===== config.mk =====
export PLATFORM = sky130hd
export DESIGN_NAME = alu_sequencer
export DESIGN_NICKNAME = d
export VERILOG_FILES = /design/src/rtl/alu_sequencer.sv
export SDC_FILE = /design/constraint.sdc
export NUM_CORES = 1
export LEC_CHECK = 0
export BUFFER_PORTS_ARGS = -buffer_cell sky130_fd_sc_hd__buf_2
export CAP_MARGIN = 20
export CORE_MARGIN = 4
export CORE_UTILIZATION = 48
export DETAILED_ROUTE_END_ITERATION = 8
export GPL_ROUTABILITY_DRIVEN = 0
export PLACE_DENSITY = 0.79
export RECOVER_POWER = 50
export SLEW_MARGIN = 0
export SYNTH_ARGS = -nofsm -noshare
export SYNTH_HDL_FRONTEND = slang
export SYNTH_SLANG_ARGS = --single-unit

===== constraint.sdc =====
create_clock -name CLKb -period 2.15 [get_ports CLKb]
set_input_delay 0.43 -clock CLKb [delete_from_list [all_inputs] [get_ports CLKb]]
set_output_delay 0.43 -clock CLKb [all_outputs]
set_load 0.005 [all_outputs]

===== src/rtl/alu_sequencer.sv =====
// Microcoded sequencer driving a bus-based register file and ALU through IDLE/T1/T2/T3.
// Define ALU_SEQ_ILLEGAL_TRAP_EN to make illegal opcodes set a sticky Err instead of acting as NOP.
module alu_sequencer #(
   parameter int unsigned N    = 10,
   parameter int unsigned NREG = 8
) (
   input  logic            CLKb,
   input  logic            Rst,
   input  logic            Start,
   input  logic [N-1:0]    Instr,
   output logic [3:0]      FN,
   output logic            Ain,
   output logic            Gin,
   output logic            Gout,
   output logic [NREG-1:0] Rin,
   output logic [NREG-1:0] Rout,
   output logic            Extern,
   output logic            Busy,
   output logic            Done,
   output logic            Err
);

   typedef enum logic [1:0] {StIdle, StT1, StT2, StT3} state_t;

   state_t          r_state;
   state_t          w_state_next;
   logic [N-1:0]    r_ir;
   logic [3:0]      w_op;
   logic [2:0]      w_rx;
   logic [2:0]      w_ry;
   logic [NREG-1:0] w_rx_oh;
   logic [NREG-1:0] w_ry_oh;
   logic            w_is_load;
   logic            w_is_mov;
   logic            w_is_alu;
   logic            w_is_not;
   logic            w_illegal;
   logic            w_accept;

   assign w_op    = r_ir[9:6];
   assign w_rx    = r_ir[5:3];
   assign w_ry    = r_ir[2:0];
   assign w_rx_oh = NREG'(1) << w_rx;
   assign w_ry_oh = NREG'(1) << w_ry;

   always_comb begin
      w_is_load = 1'b0;
      w_is_mov  = 1'b0;
      w_is_alu  = 1'b0;
      w_is_not  = 1'b0;
      case (w_op)
         4'b0000: w_is_load = 1'b1;
         4'b0001: w_is_mov  = 1'b1;
         4'b0010, 4'b0011, 4'b0110, 4'b0111, 4'b1000: w_is_alu = 1'b1;
         4'b1001: w_is_not  = 1'b1;
         default: ;
      endcase
   end

   assign w_illegal = !(w_is_load || w_is_mov || w_is_alu || w_is_not);

`ifdef ALU_SEQ_ILLEGAL_TRAP_EN
   logic r_err;

   always_ff @(posedge CLKb or posedge Rst) begin
      if (Rst) begin
         r_err <= 1'b0;
      end else if (r_state == StT1 && w_illegal) begin
         r_err <= 1'b1;
      end
   end

   assign Err = r_err;
`else
   assign Err = 1'b0;
`endif

   // A trapped sequencer refuses new work until reset.
   assign w_accept = (r_state == StIdle) && Start && !Err;

   always_ff @(posedge CLKb or posedge Rst) begin
      if (Rst) begin
         r_state <= StIdle;
         r_ir    <= '0;
      end else begin
         r_state <= w_state_next;
         if (w_accept) begin
            r_ir <= Instr;
         end
      end
   end

   always_comb begin
      w_state_next = r_state;
      unique case (r_state)
         StIdle: if (w_accept) w_state_next = StT1;
         StT1:   w_state_next = (w_is_alu || w_is_not) ? StT2 : StIdle;
         StT2:   w_state_next = StT3;
         StT3:   w_state_next = StIdle;
      endcase
   end

   always_comb begin
      FN     = 4'b0000;
      Ain    = 1'b0;
      Gin    = 1'b0;
      Gout   = 1'b0;
      Rin    = '0;
      Rout   = '0;
      Extern = 1'b0;
      Done   = 1'b0;
      Busy   = (r_state != StIdle);
      unique case (r_state)
         StIdle: ;
         StT1: begin
            if (w_is_load) begin
               Extern = 1'b1;
               Rin    = w_rx_oh;
               Done   = 1'b1;
            end else if (w_is_mov) begin
               Rout = w_ry_oh;
               Rin  = w_rx_oh;
               Done = 1'b1;
            end else if (w_is_alu || w_is_not) begin
               Rout = w_rx_oh;
               Ain  = 1'b1;
            end else begin
`ifndef ALU_SEQ_ILLEGAL_TRAP_EN
               Done = w_illegal;
`endif
            end
         end
         StT2: begin
            Gin = 1'b1;
            if (w_is_not) begin
               FN = 4'b1001;
            end else begin
               FN   = w_op;
               Rout = w_ry_oh;
            end
         end
         StT3: begin
            Gout = 1'b1;
            Rin  = w_rx_oh;
            Done = 1'b1;
         end
      endcase
   end

endmodule


==> reports/qor.yml, run 1 <==
status:
  status: "complete, no violations"
sta:
  finalClockSkew_ns: 0.00100
  period_needed_ns: 2.15
  setup_viol_count_final: 0
  rsz0062_at_grt: "yes"
  timing.hold.ws_ns: 0.159
  setup_slack_ns: 0.00226
  drv_slew: 0
  period_share: 0.999
  fmax_mhz: 466
  hold_violations: 0
logic_synthesis:
  synth-seq-cells: 12
  ys_types: 38
  netlist_area_mm2: 0.00100
  seq_area_frac_synth: 0.300
  synthCells: 108
  syn_nets: 126
  synth_warnings: 0
  syn_area_per_cell_um2: 9.28
min_path:
  hold_path_class: "in -> async"
floorplanning:
  initial_core_util: 0.506
  num_io_pins: 40
  die_area_mm2: 0.00288
  die_width_um: 53.7
  die_height_um: 53.7
  coreArea_mm2: 0.00198
  num_rows: 16
clock_tree:
  cts_sinks: 12
  root_buffer: "clkbuf_4"
  clk_pin_slew_ns: 0.07
  htree_levels: 1
  numCtsBuffers: 3
  ctsLongestPathBuffers: 2
  clock_latency_ns: 0.26
  cts_tree: "built"
placement:
  numPortBuffers: 38
  dp_slack_ns: -0.0121
  dp_hpwl_mm: 2.09
route:
  dr.pass1.iters: 4
  routed_via_density: 5.64
  wl_per_cell_um: 17.2
  drc: 0
  vias: 1015
  ant_nets: 0
  drt_iter0_markers: 18
  drt-total-wl_mm: 3.09
global_routing:
  grtUsageTotal: 0.214
  grt_pass1_vias: 940
  grt_max_degree: 13
  grtUsageMet1: 0.280
  antenna_found_initial: 0
  grt_most_used_layer: "met2"
  met2_usage: 0.363
  gr-usage-met3: 0.0194
  grt_overflow: 0
  grt_pass1_wl_mm: 4.51
job:
  maxCapViolations: 0
cells_and_area:
  drive_above_1_share: 0.529
  insertedDiodeCount: 0
  area_delta_synth_final_pct: 40.2
  layout.nets: 172
pwr:
  power.leakage_nw: 0.675
  p_total_mw: 2.06
  p_per_area_mw_per_mm2: 1470
  peakVddDrop_uv: 861
worst_setup_path:
  worstPathRequired_ns: 1.72
  worstPathArrival_ns: 1.72
  cp_max_fo: 7
  start_kind: "flop"
  cp-end-kind: "primary output"
  criticalPathCategory: "reg -> out"
[report_power, final]
part	internal [mW]	switching [mW]	leakage [nW]	total, mW
Combinational	0.675	0.605	0.516	1.28
Sequential	0.350	0.262	0.138	0.612
Clock	0.103	0.0687	0.0210	0.171
[cell families (layout without fill, tap and decap cells)]
logic type	count (synthesis)	after routing	synth area share
AND/OR/NAND/NOR	37	37	0.240
AO/OA/AOI/OAI	28	28	0.211
buffers and inverters	15	60	0.0712
flip-flops	12	12	0.300
multiplexers	10	10	0.112
adder cells (fa/ha/maj)	5	5	0.0624
other	1	1	0.00374
[worst max-delay path, stage by stage (launching register included)]
cell	delay, ns
dfrtp_1	0.40
inv_2	0.09
ha_4	0.15
nor4bb_4	0.23
buf_6	0.17
o2111ai_4	0.12
o32ai_2	0.13
buf_2	0.16
[placed cells by master (no fill, tap or decap), types with 5 or more instances in the layout]
master	instances
buf_2	38
inv_1	5
o211ai_1	6
buf_4	8
nor2_1	8
dfrtp_1	8
a21boi_1	6
mux2_2	10
[final timing paths]
| check | startpoint | end | slack, ns | cells past startpoint |
|---|---|---|---|---|
| setup / recovery | flop | Rout[5] | 0.002 | 7 |
| hold / removal | Rst | r_ir[2]$_DFFE_PP0P_ | 0.16 | 2 |
| setup reg to reg | flop | r_ir[5]$_DFFE_PP0P_ | 0.59 | 5 |
| hold reg to reg | r_ir[9]$_DFFE_PP0P_ | r_ir[9]$_DFFE_PP0P_ | 0.63 | 1 |
| max in group asynchronous | Rst | r_ir[7]$_DFFE_PP0P_ | 1.66 | 2 |
| min in group CLKb | Instr[0] | r_ir[0]$_DFFE_PP0P_ | 0.40 | 2 |
[cells in the mapped netlist]
library cell | number | area [µm²]
inv_1 | 7 | 26.3
o2111ai_2 | 1 | 15.0
ha_1 | 5 | 62.6
nor2_1 | 8 | 30.0
nor3b_4 | 1 | 18.8
nand2_1 | 3 | 11.3
and2_1 | 3 | 18.8
conb_1 | 1 | 3.75
nor3_1 | 4 | 20.0
and2b_1 | 1 | 7.51
o21ai_2 | 1 | 8.76
nor2b_1 | 4 | 25.0
o21ai_0 | 5 | 25.0
and2_2 | 1 | 7.51
nand4bb_1 | 1 | 11.3
and4_1 | 1 | 8.76
o32ai_1 | 2 | 17.5
and3_1 | 1 | 6.26
clkbuf_1 | 2 | 7.51
nand2b_1 | 1 | 6.26
and4b_1 | 1 | 10.0
clkbuf_4 | 1 | 7.51
clkbuf_2 | 2 | 10.0
a21boi_1 | 6 | 45.0
a21oi_1 | 1 | 5.00
nor4b_1 | 1 | 8.76
nor3b_1 | 2 | 15.0
a21o_1 | 1 | 7.51
buf_4 | 2 | 15.0
nor4bb_1 | 1 | 10.0
or2b_1 | 1 | 7.51
dfrtp_1 | 12 | 300
mux2_2 | 10 | 113
o2111ai_1 | 4 | 35.0
o211ai_1 | 6 | 45.0
o31ai_1 | 1 | 7.51
buf_2 | 1 | 5.00
and3b_1 | 2 | 17.5
[per-layer routing]
metal / routed length [µm] / vias to the layer above / part of all wire
li1: - / 478 / -
met1: 1240 / 481 / 0.40
met2: 1600 / 44 / 0.52
met3: 153 / 12 / 0.050
met4: 97 / 0 / 0.031
met5: 0 / - / 0
[registers in the layout, indices dropped and copies added (netlist names), named ones only]
| name | count |
|---|---|
| r_ir | 10 |
| r_state | 1 |
[metrics by stage]
stage / utilization / std cells / setup TNS, ns / area [µm²]
after global routing: 0.709 / 180 / -0.505 / 1410
final: 0.709 / 180 / 0 / 1410
after floorplan: - / 108 / 0 / 1000
after global placement: 0.615 / 170 / 0 / 1220
after CTS: 0.657 / 176 / 0 / 1300
after detailed placement: 0.615 / 170 / -0.0121 / 1220
[area by class of cell]
cell class,count,area [µm²]
multi-input combinational,81,719
fill,142,577
sequential,12,305
timing repair buffer,49,284
clock buffer,4,36.3
tap,27,33.8
inverter,7,26.3
[timing repair]
| item | CTS | global route |
|---|---|---|
| setup buffers | 2 | 4 |
| setup endpoints to repair | 17 | 17 |
| pin swaps | 1 | 4 |
| hold buffers | 0 | 0 |
| resized for setup | 8 | 16 |
Power figures use the tool's default switching activity.
==> run 2, diff against run 1 <==
--- a/config.mk
+++ b/config.mk
@@ -5,6 +5,7 @@
 export SDC_FILE = /design/constraint.sdc
 export NUM_CORES = 1
 export LEC_CHECK = 0
+export ABC_AREA = 1
 export BUFFER_PORTS_ARGS = -buffer_cell sky130_fd_sc_hd__buf_2
 export CAP_MARGIN = 20
 export CORE_MARGIN = 4
==> run 2 against run 1 <==
Sequential cell count stayed put. Sequential share of layout area is 1.4 points higher. Final area is 7.7% lower. Routed wire length is 19% lower. Final cell count is 29% higher. Clock-buffer cell count stayed put. Hold slack worse by 0.0054 ns.
==> reports/qor.yml, run 2 <==
route:
  drt_iter0_markers: 13  # -5
  routed_via_density: 4.69  # -17%
  dr.pass1.iters: 4  # unchanged
  drt-total-wl_mm: 2.49  # -19%
  wl_per_cell_um: 10.7  # -37%
  vias: 1088  # +7.2%
  ant_nets: 0  # unchanged
  drc: 0  # unchanged
global_routing:
  grtUsageTotal: 0.187  # -0.0276
  grt_max_degree: 20  # +7
  grt_pass1_vias: 1030  # +9.6%
  grt_pass1_wl_mm: 4.16  # -7.7%
  grt_overflow: 0  # unchanged
  antenna_found_initial: 0  # unchanged
floorplanning:
  num_io_pins: 40  # unchanged
  num_rows: 16  # unchanged
  coreArea_mm2: 0.00202  # +2.0%
  die_area_mm2: 0.00300  # +3.9%
  die_width_um: 54.7  # +1.9%
  initial_core_util: 0.519  # +0.0129
  die_height_um: 54.7  # +1.9%
min_path:
  hold_path_class: "in -> async"
placement:
  place_area_mm2: 0.00125  # +2.4%
  numPortBuffers: 38  # unchanged
  place_inst: 228  # +34%
  dp_hpwl_mm: 2.03  # -3.1%
sta:
  tns_ns: 0  # unchanged
  max-slew-margin-rel: 0.511
  hold_violations: 0  # unchanged
  finalClockSkew_ns: 0.000878  # -0.000124 ns
  rsz0062_at_grt: "no"
  setup_viol_count_final: 0  # unchanged
  drv_slew: 0  # unchanged
  period_share: 0.920  # -0.0787
  timing.hold.ws_ns: 0.153  # -0.00540 ns
  fmax_mhz: 505  # +8.6%
  period_needed_ns: 1.98  # -0.169 ns
  tightest_slew_ns: 0.734
worst_setup_path:
  cp-end-kind: "primary output"
  cp_top_family: "buffers and inverters"
  cp_max_fo: 8  # +1
  rr_startpoint: "r_state[0]$_DFFE_PP0P_"
  cp_slowest_stage_delay_ns: 0.40  # about the same
  start_kind: "flop"
  worstPathRequired_ns: 1.72  # about the same
  cp_common_cell: "inv_1"
  r2r_cells: 5  # unchanged
  path_buf_inv: 3  # unchanged
  criticalPathCategory: "reg -> out"
  r2r_slack_ns: 0.29  # -0.30 ns
  r2r-end: "r_ir[6]$_DFFE_PP0P_"
  worstPathArrival_ns: 1.55  # -0.17 ns
  crit_chain: "inv_1, ha_1, inv_1, a21oi_1, buf_2"
  crit_slowest_cell: "dfrtp_1"
clock_tree:
  post-cts-setup-buffer-count: 0  # -2
  root_buffer: "clkbuf_4"
  ctsResizeCount: 1  # -7
  cts_tree: "built"
  clk_pin_slew_ns: 0.07  # about the same
  htree_levels: 1  # unchanged
  numCtsBuffers: 3  # unchanged
  cts_hold_buf: 0  # unchanged
  cts_sinks: 12  # unchanged
  ctsLongestPathBuffers: 2  # unchanged
  clock_latency_ns: 0.26  # about the same
logic_synthesis:
  synthTopCellsByArea: "dfrtp_1 29%, nand2_1 16%, nor2_1 9.3%"
  ys.flop_type: "dfrtp_1"
  netlist_area_mm2: 0.00105  # +4.6%
  yosysMostFrequentCell: "nand2_1"
  synth-async-reset-ratio: 1.00  # unchanged
  synth_edf_count: 0  # unchanged
  ys_top_cells_by_count: "46 x nand2_1, 26 x nor2_1, 18 x inv_1, 17 x a21oi_1, 12 x dfrtp_1"
  syn_area_per_cell_um2: 6.32  # -32%
  seq_area_frac_synth: 0.286  # -0.0132
  yosys.area.top_type_share: 0.286  # -0.0132
  ys_types: 20  # -47%
  synthCells: 166  # +54%
  synth-seq-cells: 12  # unchanged
  syn_nets: 184  # +46%
  synth_warnings: 0  # unchanged
  yosys.area.top_type: "dfrtp_1"
cells_and_area:
  fin_cells: 232  # +29%
  fillers: 196  # +38%
  final_cell_mix: "46 x nand2_1, 37 x buf_2, 26 x nor2_1"
  drive_above_1_share: 0.293  # -0.237
  mostFrequentLayoutCell: "nand2_1"
  largest_reg_flops: 10  # unchanged
  top_register: "r_ir"
  area_delta_synth_final_pct: 23.6
  fin_area_mm2: 0.00130  # -7.7%
  layout.nets: 224  # +30%
  reg_top3: "r_ir: 10 flops, r_state: 1 flops"
  insertedDiodeCount: 0  # unchanged
pwr:
  power.leakage_nw: 0.738  # +9.2%
  peakVddDrop_uv: 725  # -16%
  p_per_area_mw_per_mm2: 1200  # -18%
job:
  maxCapViolations: 0  # unchanged
status:
  status: "complete, no violations"
run 2: cell types whose count changed after synthesis, sizes merged, moves of 4 or more:
cell and delta:
inv +16, nor2b -4, and2 -4, nor3 +7, a21oi +18, nor2 +19, nand3 +9, mux2 -9
nand2 +46, a21boi -6, o21ai -4, o2111ai -5, o211ai -6
run 2: power breakdown:
part           switching, mW  leakage, nW  internal, mW
combinational          0.611        0.582         0.303
clock                 0.0647       0.0210         0.103
sequential             0.138        0.134         0.335
total                  0.814        0.738         0.741
run 2: worst reg2reg max path: stages, from the launching register on:
cell,delay (ns)
dfrtp_1,0.37
inv_1,0.12
ha_1,0.24
nand2_1,0.06
clkbuf_1,0.56
mux2_2,0.41
run 2: cell families (layout without fill, tap and decap cells):
family,after synthesis,in the layout,synth area share
mux,1,1,0.0107
fa+ha+maj,5,5,0.0597
other cells,1,1,0.00358
compound gates,21,21,0.107
buf+inv,28,67,0.121
simple gates,98,98,0.412
flops,12,12,0.286
run 2: layout make-up:
type | count | area, µm² | area share
flip-flops and latches | 12 | 300 | 0.232
well taps | 27 | 33.8 | 0.0261
clock buffers | 4 | 36.3 | 0.0280
repair buffers | 40 | 200 | 0.154
inverters | 23 | 86.3 | 0.0666
multi-input cells | 126 | 639 | 0.493
run 2: worst max path at each step:
stage / start / endpoint / slack (ns) / depth (start not counted)
3_3_place_gp: r_state[0]$_DFFE_PP0P_ / Rout[0] / 0.37 / 5
6_report: r_state[0]$_DFFE_PP0P_ / Rout[7] / 0.17 / 5
3_5_place_dp: r_state[0]$_DFFE_PP0P_ / Rout[4] / 0.27 / 5
5_1_grt: flop / Rin[1] / 0.002 / 7
4_1_cts: flop / Rin[3] / 0.08 / 7
2_1_floorplan: r_state[0]$_DFFE_PP0P_ / Rout[4] / 0.42 / 5
run 2: through the flow:
| step | setup WS, ns | util | power, mW |
|---|---|---|---|
| 2_1_floorplan | 0.418 | - | 1.13 |
| 3_3_place_gp | 0.366 | 0.617 | 1.34 |
| 3_5_place_dp | 0.270 | 0.617 | 1.37 |
| 4_1_cts | 0.0836 | 0.636 | 1.54 |
| 5_1_grt | 0.00179 | 0.641 | 1.74 |
| 6_report | 0.171 | 0.641 | 1.55 |
run 2: layer usage:
layer / routed length (µm) / vias up / track usage
li1: - / 596 / -
met1: 1140 / 461 / 0.249
met2: 1190 / 29 / 0.309
met3: 137 / 2 / 0.0272
met4: 16 / 0 / 0.0539
met5: 0 / - / 0
==> run 3, diff against run 2 <==
--- a/config.mk
+++ b/config.mk
@@ -12,7 +12,7 @@
 export CORE_UTILIZATION = 48
 export DETAILED_ROUTE_END_ITERATION = 8
 export GPL_ROUTABILITY_DRIVEN = 0
-export PLACE_DENSITY = 0.79
+export PLACE_DENSITY_LB_ADDON = 0.25
 export RECOVER_POWER = 50
 export SLEW_MARGIN = 0
 export SYNTH_ARGS = -nofsm -noshare
==> run 3 against run 2 <==
Clock skew rose by 0.0028 ns. First-iteration DRC count grew 62%. Total power increased by 2.1%. Setup slack worse by 0.039 ns. Core utilization unchanged. Critical endpoint is now Rin[2]. Maximum frequency shrank 1.9%.
==> reports/qor.yml, run 3 (synthesized netlist as in run 2, its figures left out) <==
status:
  status: "complete, no violations"
cells_and_area:
  drive_above_1_share: 0.293  # unchanged
  area_delta_synth_final_pct: 23.6  # unchanged
  top_register: "r_ir"
  mostFrequentLayoutCell: "nand2_1"
  layout.nets: 224  # unchanged
  fin_util: 0.641  # unchanged
  fin_cells: 232  # unchanged
  reg_top3: "r_ir: 10 flops, r_state: 1 flops"
  final_cell_mix: "46 x nand2_1, 37 x buf_2, 26 x nor2_1"
  fillers: 203  # +3.6%
  fin_area_mm2: 0.00130  # unchanged
  insertedDiodeCount: 0  # unchanged
  largest_reg_flops: 10  # unchanged
clock_tree:
  numCtsBuffers: 3  # unchanged
  ctsLongestPathBuffers: 2  # unchanged
  htree_levels: 1  # unchanged
  root_buffer: "clkbuf_4"
  clk_pin_slew_ns: 0.08  # about the same
  post-cts-setup-buffer-count: 0  # unchanged
  cts_sinks: 12  # unchanged
  cts_tree: "built"
  clock_latency_ns: 0.27  # about the same
  cts_hold_buf: 0  # unchanged
route:
  drc: 0  # unchanged
  drt-total-wl_mm: 2.68  # +7.6%
  routed_via_density: 5.10  # +8.8%
  ant_nets: 0  # unchanged
  drt_iter0_markers: 21  # +8
  wl_per_cell_um: 11.5  # +7.6%
  vias: 1184  # +8.8%
  dr.pass1.iters: 4  # unchanged
global_routing:
  grt_pass1_wl_mm: 4.45  # +7.0%
  grtUsageTotal: 0.199  # +0.0127
  grt_overflow: 0  # unchanged
  antenna_found_initial: 0  # unchanged
  grt_pass1_vias: 1060  # +2.9%
  grt_max_degree: 20  # unchanged
pwr:
  power.leakage_nw: 0.738  # about the same
  p_total_mw: 1.59  # +2.1%
  p_per_area_mw_per_mm2: 1220  # +2.1%
  peakVddDrop_uv: 689  # -4.9%
sta:
  hold_violations: 0  # unchanged
  max-slew-margin-rel: 0.477  # -0.0342
  setup_viol_count_final: 0  # unchanged
  tns_ns: 0  # unchanged
  drv_slew: 0  # unchanged
  setup_slack_ns: 0.132  # -0.0391 ns
  period_share: 0.938  # +0.0182
  timing.hold.ws_ns: 0.151  # -0.00223 ns
  finalClockSkew_ns: 0.00370  # +0.00282 ns
  period_needed_ns: 2.02  # +0.0391 ns
  tightest_slew_ns: 0.785  # +0.0513 ns
  fmax_mhz: 496  # -1.9%
worst_setup_path:
  worstPathRequired_ns: 1.72  # about the same
  worstPathArrival_ns: 1.59  # +0.04 ns
  start_kind: "flop"
  cp_max_fo: 8  # unchanged
  criticalPathCategory: "reg -> out"
  cp-end-kind: "primary output"
floorplanning:
  die_area_mm2: 0.00300  # unchanged
  die_width_um: 54.7  # unchanged
  num_io_pins: 40  # unchanged
  initial_core_util: 0.519  # unchanged
  coreArea_mm2: 0.00202  # unchanged
  num_rows: 16  # unchanged
  die_height_um: 54.7  # unchanged
job:
  maxCapViolations: 0  # unchanged
min_path:
  hold_path_class: "in -> async"
placement:
  dp_hpwl_mm: 2.12  # +4.5%
  numPortBuffers: 38  # unchanged
  dp_slack_ns: 0.265  # -0.00441 ns
  place_inst: 228  # unchanged
  place_area_mm2: 0.00125  # unchanged
run 3: cell counts in the layout (fill, tap and decap cells not counted):
Identical to the previous run, type by type.
run 3: power by group:
group | leakage [nW] | internal (mW) | switching (mW)
logic | 0.583 | 0.304 | 0.628
registers | 0.134 | 0.334 | 0.144
clock network | 0.0210 | 0.103 | 0.0734
total | 0.738 | 0.742 | 0.845
run 3: final timing paths:
kind	from	to	slack (ns)	depth (start not counted)
max	flop	Rin[2]	0.13	7
min	Rst	r_ir[1]$_DFFE_PP0P_	0.15	2
max reg2reg	r_state[0]$_DFFE_PP0P_	r_ir[6]$_DFFE_PP0P_	0.22	5
min reg2reg	r_ir[8]$_DFFE_PP0P_	r_ir[8]$_DFFE_PP0P_	0.58	2
max in group asynchronous	Rst	r_ir[2]$_DFFE_PP0P_	1.69	2
min in group CLKb	Instr[6]	r_ir[6]$_DFFE_PP0P_	0.40	2
run 3: area by class of cell:
type	count	area, µm²	area share
Timing Repair Buffer	40	200	0.154
Tap cell	27	33.8	0.0261
Clock buffer	4	36.3	0.0280
Inverter	23	86.3	0.0666
Sequential cell	12	300	0.232
Multi-Input combinational cell	126	639	0.493
run 3: layer usage:
metal	global-route usage	wire, µm	vias to the layer above
met5	0	0	-
met4	0.0539	29	0
met3	0.0218	114	4
met2	0.329	1280	29
met1	0.273	1250	550
li1	-	-	601
run 3: repair_timing:
item / 4_1_cts / 5_1_grt
endpoints found under the setup margin: 8 / 12
pin swaps: 0 / 0
resized for setup: 1 / 4
run 3: worst max-delay path: stages (launching register included):
cell	delay, ns
dfrtp_1	0.43
inv_2	0.11
ha_1	0.18
nand4_1	0.12
nand2_1	0.11
inv_2	0.08
nor3_1	0.14
buf_2	0.14
